$ cat src/rtl/can_pkg.sv
// Shared types and constants for the CAN 2.0A receive path.
// Holds the frame-walker states, field lengths, CRC polynomial and error codes.
package can_pkg;

    typedef enum logic [3:0] {
        ST_WAIT_IDLE,
        ST_IDLE,
        ST_ID,
        ST_CTRL,
        ST_DATA,
        ST_CRC,
        ST_CRC_DEL,
        ST_ACK,
        ST_ACK_DEL,
        ST_EOF
    } can_state_t;

    localparam logic [14:0] CRC15_POLY = 15'h4599;

    localparam int ID_LEN    = 11;
    localparam int CTRL_LEN  = 7;   // RTR, IDE, r0, DLC[3:0]
    localparam int CRC_LEN   = 15;
    localparam int EOF_LEN   = 7;
    localparam int STUFF_RUN = 5;

    localparam logic [2:0] ERR_NONE  = 3'd0;
    localparam logic [2:0] ERR_STUFF = 3'd1;
    localparam logic [2:0] ERR_FORM  = 3'd2;
    localparam logic [2:0] ERR_CRC   = 3'd3;
    localparam logic [2:0] ERR_IDE   = 3'd4;

    // Index of the last payload bit; DLC values above 8 still carry 8 bytes.
    function automatic logic [5:0] data_last_idx(input logic [3:0] dlc);
        if (dlc[3]) begin
            return 6'd63;
        end
        return {dlc[2:0], 3'b000} - 6'd1;
    endfunction

endpackage

$ cat src/rtl/can_crc15.sv
// Serial CAN CRC-15 generator, one bit per bit_en strobe.
// Shared between the receive and transmit paths.
module can_crc15
    import can_pkg::*;
(
    input  logic        clk,
    input  logic        rst,
    input  logic        clear,
    input  logic        bit_en,
    input  logic        bit_in,
    output logic [14:0] crc
);

    logic [14:0] r_crc;
    logic        w_feedback;

    assign w_feedback = bit_in ^ r_crc[14];

    // NOTE: sequential state uses <= so every flop samples pre-edge values.
    always_ff @(posedge clk) begin
        if (rst || clear) begin
            r_crc <= '0;
        end else if (bit_en) begin
            r_crc <= {r_crc[13:0], 1'b0} ^ (w_feedback ? CRC15_POLY : 15'd0);
        end
    end

    assign crc = r_crc;

endmodule

$ cat src/rtl/can_frame_rx.sv
// CAN 2.0A standard-frame receiver: destuffs, checks CRC/form, drives ACK,
// and hands each good frame to a valid/ready consumer.
module can_frame_rx
    import can_pkg::*;
#(
    parameter int IDLE_BITS = 11,
    parameter int DATA_W    = 64
) (
    input  logic              clk,
    input  logic              rst,
    input  logic              sample_en,
    input  logic              can_rx,
    output logic              can_tx,
    output logic              rx_valid,
    input  logic              rx_ready,
    output logic [10:0]       rx_id,
    output logic              rx_rtr,
    output logic [3:0]        rx_dlc,
    output logic [DATA_W-1:0] rx_data,
    output logic              rx_err,
    output logic [2:0]        rx_err_code,
    output logic              rx_overrun
);

    localparam int                IDLE_W      = $clog2(IDLE_BITS + 1);
    localparam logic [IDLE_W-1:0] IDLE_LAST   = IDLE_W'(IDLE_BITS - 1);
    localparam logic [IDLE_W-1:0] IDLE_PRESET = IDLE_W'(IDLE_BITS - 3);
    localparam logic [IDLE_W-1:0] IDLE_ONE    = IDLE_W'(1);

    can_state_t r_state;
    can_state_t w_next_state;

    logic [IDLE_W-1:0] r_idle_cnt;
    logic [5:0]        r_bit_cnt;
    logic              r_run_bit;
    logic [2:0]        r_run_len;

    logic [10:0]       r_id;
    logic              r_rtr;
    logic [3:0]        r_dlc;
    logic [DATA_W-1:0] r_data;
    logic [5:0]        r_last_idx;
    logic [14:0]       r_crc_rx;

    logic              r_can_tx;
    logic              r_rx_valid;
    logic [10:0]       r_rx_id;
    logic              r_rx_rtr;
    logic [3:0]        r_rx_dlc;
    logic [DATA_W-1:0] r_rx_data;
    logic              r_rx_err;
    logic [2:0]        r_rx_err_code;
    logic              r_rx_overrun;

    logic [14:0] w_crc;
    logic        w_stuff_zone;
    logic        w_stuff_slot;
    logic        w_sof;
    logic [3:0]  w_dlc_full;
    logic        w_err;
    logic [2:0]  w_err_code;
    logic        w_deliver;
    logic        w_ack_on;
    logic        w_ack_off;
    logic        w_crc_en;

    // CRC_DEL is included so a stuff bit following the last CRC bit is removed.
    assign w_stuff_zone = r_state inside {ST_ID, ST_CTRL, ST_DATA, ST_CRC, ST_CRC_DEL};
    assign w_stuff_slot = w_stuff_zone && (r_run_len == 3'(STUFF_RUN));
    assign w_sof        = sample_en && (r_state == ST_IDLE) && !can_rx;
    assign w_dlc_full   = {r_dlc[2:0], can_rx};

    // SOF is dominant, so skipping it leaves the zero-initialised CRC unchanged.
    can_crc15 u_crc (
        .clk    (clk),
        .rst    (rst),
        .clear  (r_state == ST_IDLE),
        .bit_en (w_crc_en),
        .bit_in (can_rx),
        .crc    (w_crc)
    );

    always_ff @(posedge clk) begin
        if (rst) begin
            r_state <= ST_WAIT_IDLE;
        end else begin
            r_state <= w_next_state;
        end
    end

    // NOTE: every always_comb output gets a default first, so no path infers a latch.
    always_comb begin
        w_next_state = r_state;
        w_err        = 1'b0;
        w_err_code   = ERR_NONE;
        w_deliver    = 1'b0;
        w_ack_on     = 1'b0;
        w_ack_off    = 1'b0;
        w_crc_en     = 1'b0;
        if (sample_en) begin
            if (w_stuff_slot) begin
                if (can_rx == r_run_bit) begin
                    w_err        = 1'b1;
                    w_err_code   = ERR_STUFF;
                    w_next_state = ST_WAIT_IDLE;
                end
            end else begin
                case (r_state)
                    ST_WAIT_IDLE: begin
                        if (can_rx && (r_idle_cnt == IDLE_LAST)) begin
                            w_next_state = ST_IDLE;
                        end
                    end
                    ST_IDLE: begin
                        if (!can_rx) begin
                            w_next_state = ST_ID;
                        end
                    end
                    ST_ID: begin
                        w_crc_en = 1'b1;
                        if (r_bit_cnt == 6'(ID_LEN - 1)) begin
                            w_next_state = ST_CTRL;
                        end
                    end
                    ST_CTRL: begin
                        w_crc_en = 1'b1;
                        if ((r_bit_cnt == 6'd1) && can_rx) begin
                            w_err        = 1'b1;
                            w_err_code   = ERR_IDE;
                            w_next_state = ST_WAIT_IDLE;
                        end else if (r_bit_cnt == 6'(CTRL_LEN - 1)) begin
                            w_next_state = (r_rtr || (w_dlc_full == 4'd0)) ? ST_CRC : ST_DATA;
                        end
                    end
                    ST_DATA: begin
                        w_crc_en = 1'b1;
                        if (r_bit_cnt == r_last_idx) begin
                            w_next_state = ST_CRC;
                        end
                    end
                    ST_CRC: begin
                        if (r_bit_cnt == 6'(CRC_LEN - 1)) begin
                            w_next_state = ST_CRC_DEL;
                        end
                    end
                    ST_CRC_DEL: begin
                        w_next_state = ST_WAIT_IDLE;
                        if (r_crc_rx != w_crc) begin
                            w_err      = 1'b1;
                            w_err_code = ERR_CRC;
                        end else if (!can_rx) begin
                            w_err      = 1'b1;
                            w_err_code = ERR_FORM;
                        end else begin
                            w_ack_on     = 1'b1;
                            w_next_state = ST_ACK;
                        end
                    end
                    ST_ACK: begin
                        w_ack_off    = 1'b1;
                        w_next_state = ST_ACK_DEL;
                    end
                    ST_ACK_DEL: begin
                        if (!can_rx) begin
                            w_err        = 1'b1;
                            w_err_code   = ERR_FORM;
                            w_next_state = ST_WAIT_IDLE;
                        end else begin
                            w_next_state = ST_EOF;
                        end
                    end
                    ST_EOF: begin
                        if (!can_rx) begin
                            w_err        = 1'b1;
                            w_err_code   = ERR_FORM;
                            w_next_state = ST_WAIT_IDLE;
                        end else if (r_bit_cnt == 6'(EOF_LEN - 1)) begin
                            w_deliver    = 1'b1;
                            w_next_state = ST_WAIT_IDLE;
                        end
                    end
                    default: w_next_state = ST_WAIT_IDLE;
                endcase
            end
        end
    end

    // Bit-time datapath: counters, run tracking and field capture.
    always_ff @(posedge clk) begin
        if (rst) begin
            r_idle_cnt <= '0;
            r_bit_cnt  <= '0;
            r_run_bit  <= 1'b1;
            r_run_len  <= '0;
            r_id       <= '0;
            r_rtr      <= 1'b0;
            r_dlc      <= '0;
            r_data     <= '0;
            r_last_idx <= '0;
            r_crc_rx   <= '0;
        end else if (sample_en) begin
            if (w_deliver) begin
                r_idle_cnt <= IDLE_PRESET;
            end else if (r_state == ST_WAIT_IDLE) begin
                r_idle_cnt <= can_rx ? (r_idle_cnt + IDLE_ONE) : '0;
            end else begin
                r_idle_cnt <= '0;
            end

            if (w_sof) begin
                r_run_bit <= 1'b0;
                r_run_len <= 3'd1;
            end else if (w_stuff_slot) begin
                r_run_bit <= can_rx;
                r_run_len <= 3'd1;
            end else if (w_stuff_zone && (r_state != ST_CRC_DEL)) begin
                if (can_rx == r_run_bit) begin
                    r_run_len <= r_run_len + 3'd1;
                end else begin
                    r_run_bit <= can_rx;
                    r_run_len <= 3'd1;
                end
            end

            if (!w_stuff_slot) begin
                r_bit_cnt <= (w_next_state != r_state) ? 6'd0 : (r_bit_cnt + 6'd1);
            end

            if (w_sof) begin
                r_id       <= '0;
                r_rtr      <= 1'b0;
                r_dlc      <= '0;
                r_data     <= '0;
                r_last_idx <= '0;
                r_crc_rx   <= '0;
            end else if (!w_stuff_slot) begin
                case (r_state)
                    ST_ID:   r_id <= {r_id[9:0], can_rx};
                    ST_CTRL: begin
                        if (r_bit_cnt == 6'd0) begin
                            r_rtr <= can_rx;
                        end
                        if (r_bit_cnt >= 6'd3) begin
                            r_dlc <= w_dlc_full;
                        end
                        if (r_bit_cnt == 6'(CTRL_LEN - 1)) begin
                            r_last_idx <= data_last_idx(w_dlc_full);
                        end
                    end
                    ST_DATA: r_data[~r_bit_cnt] <= can_rx;
                    ST_CRC:  r_crc_rx <= {r_crc_rx[13:0], can_rx};
                    default: ;
                endcase
            end
        end
    end

    // Output register, ACK drive and the consumer handshake run every clk.
    always_ff @(posedge clk) begin
        if (rst) begin
            r_can_tx      <= 1'b1;
            r_rx_valid    <= 1'b0;
            r_rx_id       <= '0;
            r_rx_rtr      <= 1'b0;
            r_rx_dlc      <= '0;
            r_rx_data     <= '0;
            r_rx_err      <= 1'b0;
            r_rx_err_code <= ERR_NONE;
            r_rx_overrun  <= 1'b0;
        end else begin
            r_rx_err <= w_err;
            if (w_err) begin
                r_rx_err_code <= w_err_code;
            end

            if (w_ack_on) begin
                r_can_tx <= 1'b0;
            end else if (w_ack_off) begin
                r_can_tx <= 1'b1;
            end

            if (w_deliver) begin
                if (!r_rx_valid || rx_ready) begin
                    r_rx_valid <= 1'b1;
                    r_rx_id    <= r_id;
                    r_rx_rtr   <= r_rtr;
                    r_rx_dlc   <= r_dlc;
                    r_rx_data  <= r_data;
                end else begin
                    r_rx_overrun <= 1'b1;
                end
            end else if (r_rx_valid && rx_ready) begin
                r_rx_valid <= 1'b0;
            end
        end
    end

    assign can_tx      = r_can_tx;
    assign rx_valid    = r_rx_valid;
    assign rx_id       = r_rx_id;
    assign rx_rtr      = r_rx_rtr;
    assign rx_dlc      = r_rx_dlc;
    assign rx_data     = r_rx_data;
    assign rx_err      = r_rx_err;
    assign rx_err_code = r_rx_err_code;
    assign rx_overrun  = r_rx_overrun;

endmodule

$ cat config.mk
export PLATFORM = sky130hd
export DESIGN_NAME = can_frame_rx
export DESIGN_NICKNAME = d
export VERILOG_FILES = /design/src/rtl/can_pkg.sv /design/src/rtl/can_crc15.sv /design/src/rtl/can_frame_rx.sv
export SDC_FILE = /design/constraint.sdc
export NUM_CORES = 1
export LEC_CHECK = 0
export ABC_AREA = 1
export CORE_MARGIN = 5
export CORE_UTILIZATION = 45
export CTS_BUF_LIST = sky130_fd_sc_hd__clkbuf_8
export CTS_CLUSTER_SIZE = 12
export DETAILED_ROUTE_END_ITERATION = 7
export MAX_ROUTING_LAYER = met4
export PLACE_DENSITY = 0.65
export SYNTH_ARGS = -nofsm -noshare
export SYNTH_HDL_FRONTEND = slang
export SYNTH_SLANG_ARGS = --single-unit
$ cat constraint.sdc
create_clock -name clk -period 2.7 [get_ports clk]
set_clock_uncertainty 0.05 [all_clocks]
set_input_delay 0.405 -clock clk [delete_from_list [all_inputs] [get_ports clk]]
set_output_delay 0.405 -clock clk [all_outputs]
set_load 0.03 [all_outputs]
### After elaboration in Yosys (flattened, before gate mapping)

Cells that the tools add are included.

* bits in registers: 221
* input bits: 5
* output and inout bits: 87

* add/sub/neg operators: 4
* magnitude comparators: 3
* equal/unequal tests: 23
* mux-type cells: 98
* bitwise gates (word level): 5
* reduce and logical (&&, ||, !) cells: 41

Operators by type and width (number)
* 64-bit two-way mux: 3
* 4-bit two-way mux: 20
* 64-bit bitwise mux: 1
* 15-bit two-way mux: 4
* 1-bit two-way mux: 45
* 6-bit two-way mux: 7
* 4-bit case mux with 10 select lines: 1
* 11-bit two-way mux: 3
* 3-bit two-way mux: 9
* 2-bit nonzero test: 9
* 4-bit by 3-bit equality test with 1-bit output (second input constant): 4
* 15-bit inequality test: 1
* 15-bit XOR: 1
* 4-bit equality test (second input constant): 3
* 6-bit by 4-bit equality test with 1-bit output (second input constant): 2
* 3-bit AND reduction: 4
* 4-bit AND reduction: 3
* 2-bit AND reduction: 5
* 3-bit case mux with 3 select lines: 1
* 4-bit by 2-bit equality test with 1-bit output (second input constant): 2
* 1-bit logical AND: 8
* 4-bit logical NOT: 2
* 6-bit by 7-bit < comparator with 1-bit output (second input constant): 1
* 6-bit by 1-bit adder with 6-bit output (second input constant): 1
* other kinds (28): 34

### Logic depth before layout (Yosys ltp)

Gate-level depths: netlist (run 1).

* depth after elaboration: 12
* gate-level depth with buffers: 17
* depth with buffers taken out: 16

### Cells and area by module

Synthesis (run 1) repeated with hierarchy kept, for this count alone.

* cells, all modules: 1329
* area total of the unflattened synthesis: 9564.2 µm²

By module, submodules not included
* can_frame_rx: instances 1, cells each 1236, area each 8874.8 µm², seq. area each 4083.9 µm²
* can_crc15: instances 1, cells each 93, area each 689.4 µm², seq. area each 300.3 µm²

### Worst setup path after synthesis (run 1)

Ideal clock, no wire load.

* path kind: input -> register
* start point: in can_rx
* end point: reg r_bit_cnt[4]
* setup time: 0.070 ns
* arrival: 2.324 ns
* required time: 2.580 ns
* path slack: 0.256 ns
* stages on the path: 15
* buffers on the path: 3
* path through: clkbuf_1 -> inv_1 -> clkbuf_1 -> clkbuf_1 -> ha_1 -> a31oi_1 -> o21ai_0 -> nand2_1 -> nand3_1 -> nand2_1 -> nand3_1 -> nand2_1 -> nor2_1 -> nand2_1 -> a21oi_1

* longest elaborated chain between the ends: 10
* elaborated cells on any way between the ends: 20
* classes of those cells: eq/ne: 2; mux: 14; reduce/logical: 4

Ends and longest elaborated chain
* from (decl): line can_frame_rx.sv:12 `input logic can_rx,`
* 4-bit logical NOT: line can_frame_rx.sv:132 `w_next_state = (r_rtr || (w_dlc_full == 4'd0)) ? ST_CRC : ST_DATA;`
* 1-bit logical OR: line can_frame_rx.sv:132
* 1-bit two-way mux: line can_frame_rx.sv:132
* 4-bit two-way mux: line can_frame_rx.sv:131 `end else if (r_bit_cnt == 6'(CTRL_LEN - 1)) begin`
* 4-bit two-way mux: line can_frame_rx.sv:127 `if ((r_bit_cnt == 6'd1) && can_rx) begin`
* 4-bit case mux with 10 select lines: line can_frame_rx.sv:108 `case (r_state)`
* 4-bit two-way mux *: line can_frame_rx.sv:101 `if (w_stuff_slot) begin`
* 4-bit two-way mux *: line can_frame_rx.sv:100 `if (sample_en) begin`
* 4-bit inequality test *: line can_frame_rx.sv:226 `r_bit_cnt <= (w_next_state != r_state) ? 6'd0 : (r_bit_cnt + 6'd1);`
* 6-bit two-way mux *: line can_frame_rx.sv:226
* to (signal assigned): line can_frame_rx.sv:226
* to (decl): line can_frame_rx.sv:34 `logic [5:0] r_bit_cnt;`

Every way passes the cells marked *; elsewhere a longest branch is shown, timed or not.
A chain may end at the register's enable or synchronous reset.

### Worst setup path after layout (run 1)

* start point: reg r_bit_cnt[0]
* end point: reg r_rx_id[10] (netlist: rx_id[10])

* longest elaborated chain between the ends: 7

Ends and longest elaborated chain
* 6-bit by 3-bit equality test with 1-bit output: line can_frame_rx.sv:177 `end else if (r_bit_cnt == 6'(EOF_LEN - 1)) begin`
* 1-bit two-way mux: line can_frame_rx.sv:177
* 1-bit two-way mux: line can_frame_rx.sv:173 `if (!can_rx) begin`
* 1-bit two-way mux: line can_frame_rx.sv:108
* 1-bit two-way mux: line can_frame_rx.sv:101
* 1-bit two-way mux: line can_frame_rx.sv:100
* 2-bit AND reduction (no source line)
* to (signal assigned): line can_frame_rx.sv:285 `r_rx_id <= r_id;`
* to (decl): line can_frame_rx.sv:47 `logic [10:0] r_rx_id;`

No other way between the ends.

==> run summary, run 1 <==
Critical-path top delay cell -> inv_2
Via density -> 5.16
crit-path cells -> clkinv_1 > ha_1 > nand3_1 > nand3b_1 > nor2_4 > inv_2 > buf_4 > nor2_1 > nor2_1
Worst Setup Start Kind -> flip-flop
RSZ-0062 raised after global routing -> false
CTS resizes -> 0
CTS sink cnt -> 219
CP Data Required Time -> 3.10 ns
most area-consuming cells after synthesis -> dfxtp_1, nor2_1, nand2_1
Max-Cap Viols -> 0
Antenna Nets Post-Route -> 0
port bufs -> 91
library cell with the largest summed area after synthesis -> dfxtp_1
Site Rows -> 52
register area share after synthesis -> 47.5%
fin. max-slew vios -> 0
fmax -> 406 MHz
average size of a mapped cell -> 7.32 sq um
routed vias -> 8568
max_slew headroom -> 57.7%
Tot GR Track Use -> 21.1%
period utilization -> 91.3%
CTS tree -> yes
Final Hold Viols -> 0
Syn-to-layout area delta -> 23.0%
fraction of layout cells with a size suffix above 1 -> 8.93%
Final setup viols -> 0
Inserted Clock Buffers -> 37
global-route wire length before repair -> 40900 um
total gr overflow -> 0
core area -> 0.0202 sq mm
setup bufs post-CTS -> 0
status -> finished, final reports clean
setup TNS -> 0 ns
vias in the first global route -> 8236
number of synthesized register bits -> 219
die area -> 0.0235 sq mm
CP Capture Type -> flip-flop
1st-pass router iterations -> 5
chip width -> 153 um
largest net degree at the start of global routing -> 84
Pwr Density -> 563 mW/mm^2
most used cell along the critical path -> nor2_1
antenna violations before repair -> 0
Yosys cell types -> 39
drt wl/cell -> 14.6 um
Nets -> 1382
post-synth net total -> 1275
Crit Path Category -> reg2reg
Detailed Route Iter0 Violations -> 644
post-synth top area share -> 47.5%
Yosys warnings -> 0
DP HPWL -> 16200 um
CP max stage delay -> 0.45 ns
Worst Tran Pin Value -> 0.630 ns
commonest non-fill, non-tap cells in the layout -> dfxtp_1, nor2_1, nand2_1
CTS HTree Levels -> 2
Peak VDD IR -> 0.530 mV
final instance area -> 0.0114 sq mm
most common cell after layout, fill and taps aside -> dfxtp_1
clock latency on the worst-skew pair -> 0.52 ns
n_diodes -> 0
DRC viols -> 0
clock-pin slew on the worst setup and hold paths -> 0.06 ns
Starting Density -> 45.6%
Hold Buf Count CTS -> 0
crit path time final -> 2.47 ns
Lkg Pwr -> 4.64 nW
Root Buffer -> clkbuf_8
synthesized cell area -> 0.00923 sq mm
I/O pins -> 92
Crit Path Max Fanout -> 28
Clock Path Buffers -> 3
crit path DAT -> 2.87 ns
Placer Congestion -> 0.893
final wirelength -> 24300 um
worst hold path class -> in2reg
synthesized instance count -> 1261
Placed Area -> 0.0106 sq mm
die height -> 153 um
## routing by layer
metal | share of wire (%) | vias to the layer above | track usage [%]
met5 | 0 | - | -
met4 | 2.2 | 0 | 6.70
met3 | 4.6 | 51 | 3.14
met2 | 46 | 189 | 34.0
met1 | 47 | 3924 | 27.4
li1 | - | 4404 | -
## cells in the mapped netlist
cell         n
nand4_1      4
a311oi_1     6
nor2_4       3
inv_1       84
buf_4        1
nand2_2      4
a22oi_1     10
nor2_8       1
nor2_2       2
inv_2        7
o22ai_1      1
clkinv_1     1
a31oi_1     11
o21bai_1     1
nor4b_1      1
nand3_1     50
nand2_4      1
ha_1         9
xnor2_1      6
nand3b_1     1
a22o_1       1
nor2_1     215
nor3_4       1
a211oi_1    19
clkbuf_1    59
o21ai_0    150
nor4_1      14
buf_2        8
buf_1        1
nor3_1      18
nand2_1    212
a21oi_1    128
o211ai_1     5
o21a_1       1
xor2_1       2
dfxtp_1    219
or2_2        1
nor4_4       2
a2bb2oi_1    1
## power by group
part           switching [mW]  internal (mW)  total, mW
registers             0.00512           3.24       3.24
clock network            1.29           1.67       2.96
logic                   0.140         0.0534      0.193
total                    1.43           4.96       6.39
## flip-flops by register name, indices dropped and copies added (netlist names), 6 cells and up
signal     count
rx_data       64
r_bit_cnt      6
r_crc_rx      15
rx_id         11
u_crc.crc     15
r_id          11
r_data        64
## path summary, 6_finish.rpt
kind | start | endpoint | slack [ns] | cells past startpoint
worst max-delay path | r_bit_cnt[0] | rx_id[10] | 0.23 | 9
worst min-delay path | rst | can_tx | 0.26 | 3
worst max register to register | r_bit_cnt[0] | rx_id[10] | 0.23 | 9
worst min register to register | rx_err_code[2] | rx_err_code[2] | 0.41 | 2
## area by class of cell
cell class,count,area [sq um]
Timing Repair Buffer,137,1310
Fill cell,1986,8880
Tap cell,270,338
Clock buffer,48,661
Multi-Input combinational cell,881,4240
Clock inverter,12,77.6
Sequential cell,219,4380
Inverter,92,345
## cells by family after synthesis
family,share of synthesized area [%]
compound gates,19.6
xor+xnor,0.759
fa+ha+maj,1.22
buf+inv,6.70
flops,47.5
simple gates,24.3
## critical path, delay by kind of cell, from the launching register on
| family | cells | cell delay [ns] |
|---|---|---|
| and+or+nand+nor | 5 | 0.70 |
| buffers and inverters | 3 | 0.92 |
| adders and majority gates | 1 | 0.27 |
| DFF | 1 | 0.44 |
## stage by stage
step	util, %	cells	setup slack [ns]	hold slack, ns	total power, mW
after floorplan	-	1261	0.256	0.388	3.44
after global placement	52.5	1599	0.261	0.399	3.50
after detailed placement	52.5	1599	0.214	0.401	3.50
after CTS	56.1	1659	0.232	0.254	6.46
after global routing	56.1	1659	0.0102	0.293	6.64
final	56.1	1659	0.235	0.261	6.39
No activity file was read; power rests on OpenSTA's default activity.
==> inputs of run 2 (changes only) <==
- GPL_TIMING_DRIVEN: not set -> 0
- MAX_ROUTING_LAYER: met4 -> not set
==> run 2 against run 1 <==
Against the previous run:
- sequential power about the same
- sequential share of layout area rose by 0.10 points
- via count grew 3.6%
- global-route usage up 1.4 points
- routed wire length grew 11%
- flip-flop and latch count unchanged
- setup slack got worse by 0.17 ns
- die area unchanged
- final cell count is 1.9% higher
- clock-buffer cell count decreased by 1
- largest cell class unchanged
==> run summary, run 2 (same netlist as run 1, synthesis figures left out) <==
DP HPWL -> 18500 um (+14%)
CTS HTree Levels -> 2 (unchanged)
setup TNS -> 0 ns (unchanged)
Nets -> 1411 (+2.1%)
Detailed Route Iter0 Violations -> 681 (+5.7%)
pre-CTS setup slack -> -0.799 ns (-1.01 ns)
Pint -> 4.84 mW (-2.5%)
P_sw -> 1.48 mW (+3.2%)
Starting Density -> 45.6% (unchanged)
hold slack -> 0.342 ns (+0.0804 ns)
Clock Path Buffers -> 3 (unchanged)
die height -> 153 um (unchanged)
Syn-to-layout area delta -> 22.8%
core area -> 0.0202 sq mm (unchanged)
worst hold path class -> in2reg
Inserted Clock Buffers -> 38 (+2.7%)
final wirelength -> 26900 um (+11%)
CP Data Required Time -> 3.11 ns (about the same)
total gr overflow -> 0 (unchanged)
CP Capture Type -> flip-flop
final setup margin -> 0.0659 ns (-0.169 ns)
Final setup viols -> 0 (unchanged)
crit path time final -> 2.63 ns (+0.169 ns)
Placer Congestion -> 1.00 (+12%)
clock-pin slew on the worst setup and hold paths -> 0.06 ns (about the same)
n_diodes -> 0 (unchanged)
fraction of layout cells with a size suffix above 1 -> 8.30% (-0.62 points)
clock power share -> 45.4% (-0.9 points)
Root Buffer -> clkbuf_8
Worst Tran Pin Value -> 0.993 ns (+0.363 ns)
Crit Path Max Fanout -> 10 (-64%)
chip width -> 153 um (unchanged)
DRC viols -> 0 (unchanged)
final instance area -> 0.0113 sq mm (-0.23%)
Via density -> 5.25 (+1.6%)
largest net degree at the start of global routing -> 14 (-83%)
I/O pins -> 92 (unchanged)
max_slew headroom -> 33.8% (-24 points)
Crit Path Category -> reg2reg
Tot GR Track Use -> 22.4% (+1.4 points)
Sequential Area -> 0.00439 sq mm (about the same)
multi-input gate area in the final layout -> 0.00427 sq mm (+0.80%)
Pwr Density -> 558 mW/mm^2 (-0.95%)
1st-pass router iterations -> 6 (+1)
fmax -> 380 MHz (-6.4%)
CTS sink cnt -> 219 (unchanged)
Final Hold Viols -> 0 (unchanged)
port bufs -> 89 (-2.2%)
Hold Buf Count CTS -> 0 (unchanged)
vias in the first global route -> 8319 (+1.0%)
antenna violations before repair -> 0 (unchanged)
status -> finished, final reports clean
Site Rows -> 52 (unchanged)
Seq pwr share -> 51.3% (+0.6 points)
switch share -> 23.4% (+1.0 points)
Peak VDD IR -> 0.351 mV (-34%)
Placed Area -> 0.0105 sq mm (-1.5%)
die area -> 0.0235 sq mm (unchanged)
crit path DAT -> 3.04 ns (+0.17 ns)
Antenna Nets Post-Route -> 0 (unchanged)
CTS tree -> yes
clock latency on the worst-skew pair -> 0.53 ns (about the same)
Lkg Pwr -> 4.61 nW (-0.77%)
global-route wire length before repair -> 43400 um (+6.0%)
Max-Cap Viols -> 0 (unchanged)
commonest non-fill, non-tap cells in the layout -> dfxtp_1, nand2_1, nor2_1
combinational power share -> 3.3% (+0.3 points)
Fill cells -> 1972 (-0.70%)
fin. max-slew vios -> 0 (unchanged)
Worst Setup Start Kind -> flip-flop
routed vias -> 8875 (+3.6%)
RSZ-0062 raised after global routing -> true
drt wl/cell -> 15.9 um (+8.5%)
period utilization -> 97.6% (+6.3 points)
most common cell after layout, fill and taps aside -> dfxtp_1
run 2: cell count changes in the layout (fill, tap and decap cells not counted), moves of 2 or more:
cell,delta
buf_12,-4
nor2_2,+2
buf_2,+6
clkbuf_2,+14
nor2_1,-4
clkinv_2,+2
inv_1,+5
clkbuf_1,+41
buf_4,-30
nor2_4,+2
run 2: per-layer routing:
layer | global-route usage, % | up-vias | wire length, um
met4 | 6.58 | 0 | 697
met3 | 4.50 | 62 | 1950
met1 | 30.2 | 4031 | 12100
met5 | 0 | - | 0
met2 | 36.7 | 308 | 12100
li1 | - | 4474 | -
run 2: area by class of cell:
class	count	share of cell area [%]
buffer	67	2.62
clock buffer	47	5.71
clock inverter	17	0.629
inverter	92	3.09
multi-input combinational	881	37.7
sequential	219	38.7
tap	270	2.98
timing repair buffer	98	8.57
run 2: critical path: stages, from the launching register on:
cell,delay [ns]
dfxtp_1,0.38
nor2_1,0.32
nand2_1,0.19
nand2_1,0.16
nor2_4,0.05
nor2_4,0.19
nor2_8,0.07
inv_2,0.24
nor2_1,0.17
inv_2,0.22
buf_2,0.27
nand3_1,0.10
a21oi_1,0.15
run 2: power groups by stage:
stage	Clock [mW]	Sequential (mW)	Combinational, mW
after floorplan	0	3.31	0.125
after global placement	0	3.31	0.194
after detailed placement	0	3.31	0.196
after CTS	2.92	3.24	0.198
after global routing	3.08	3.24	0.222
final	2.87	3.24	0.207
run 2: stage by stage:
| step | cells | power, mW | utilization, % |
|---|---|---|---|
| floorplan | 1261 | 3.44 | - |
| global placement | 1620 | 3.51 | 51.7 |
| detailed placement | 1620 | 3.51 | 51.7 |
| CTS | 1686 | 6.36 | 55.4 |
| global route | 1691 | 6.54 | 56.0 |
| finish | 1691 | 6.32 | 56.0 |
run 2: timing repair:
action                     4_1_cts  5_1_grt
buffers inserted                 3        6
pin swaps                        1        3
gates resized for setup         12       33
setup endpoints to repair      100      138
run 2: path summary, 6_finish.rpt:
check	endpoint	slack [ns]	start	depth (start not counted)
worst max-delay path	r_crc_rx[6]	0.07	r_state[2]	12
worst min-delay path	rx_err_code[2]	0.34	sample_en	3
worst max register to register	r_crc_rx[6]	0.07	r_state[2]	12
worst min register to register	r_data[22]	0.41	r_data[22]	2
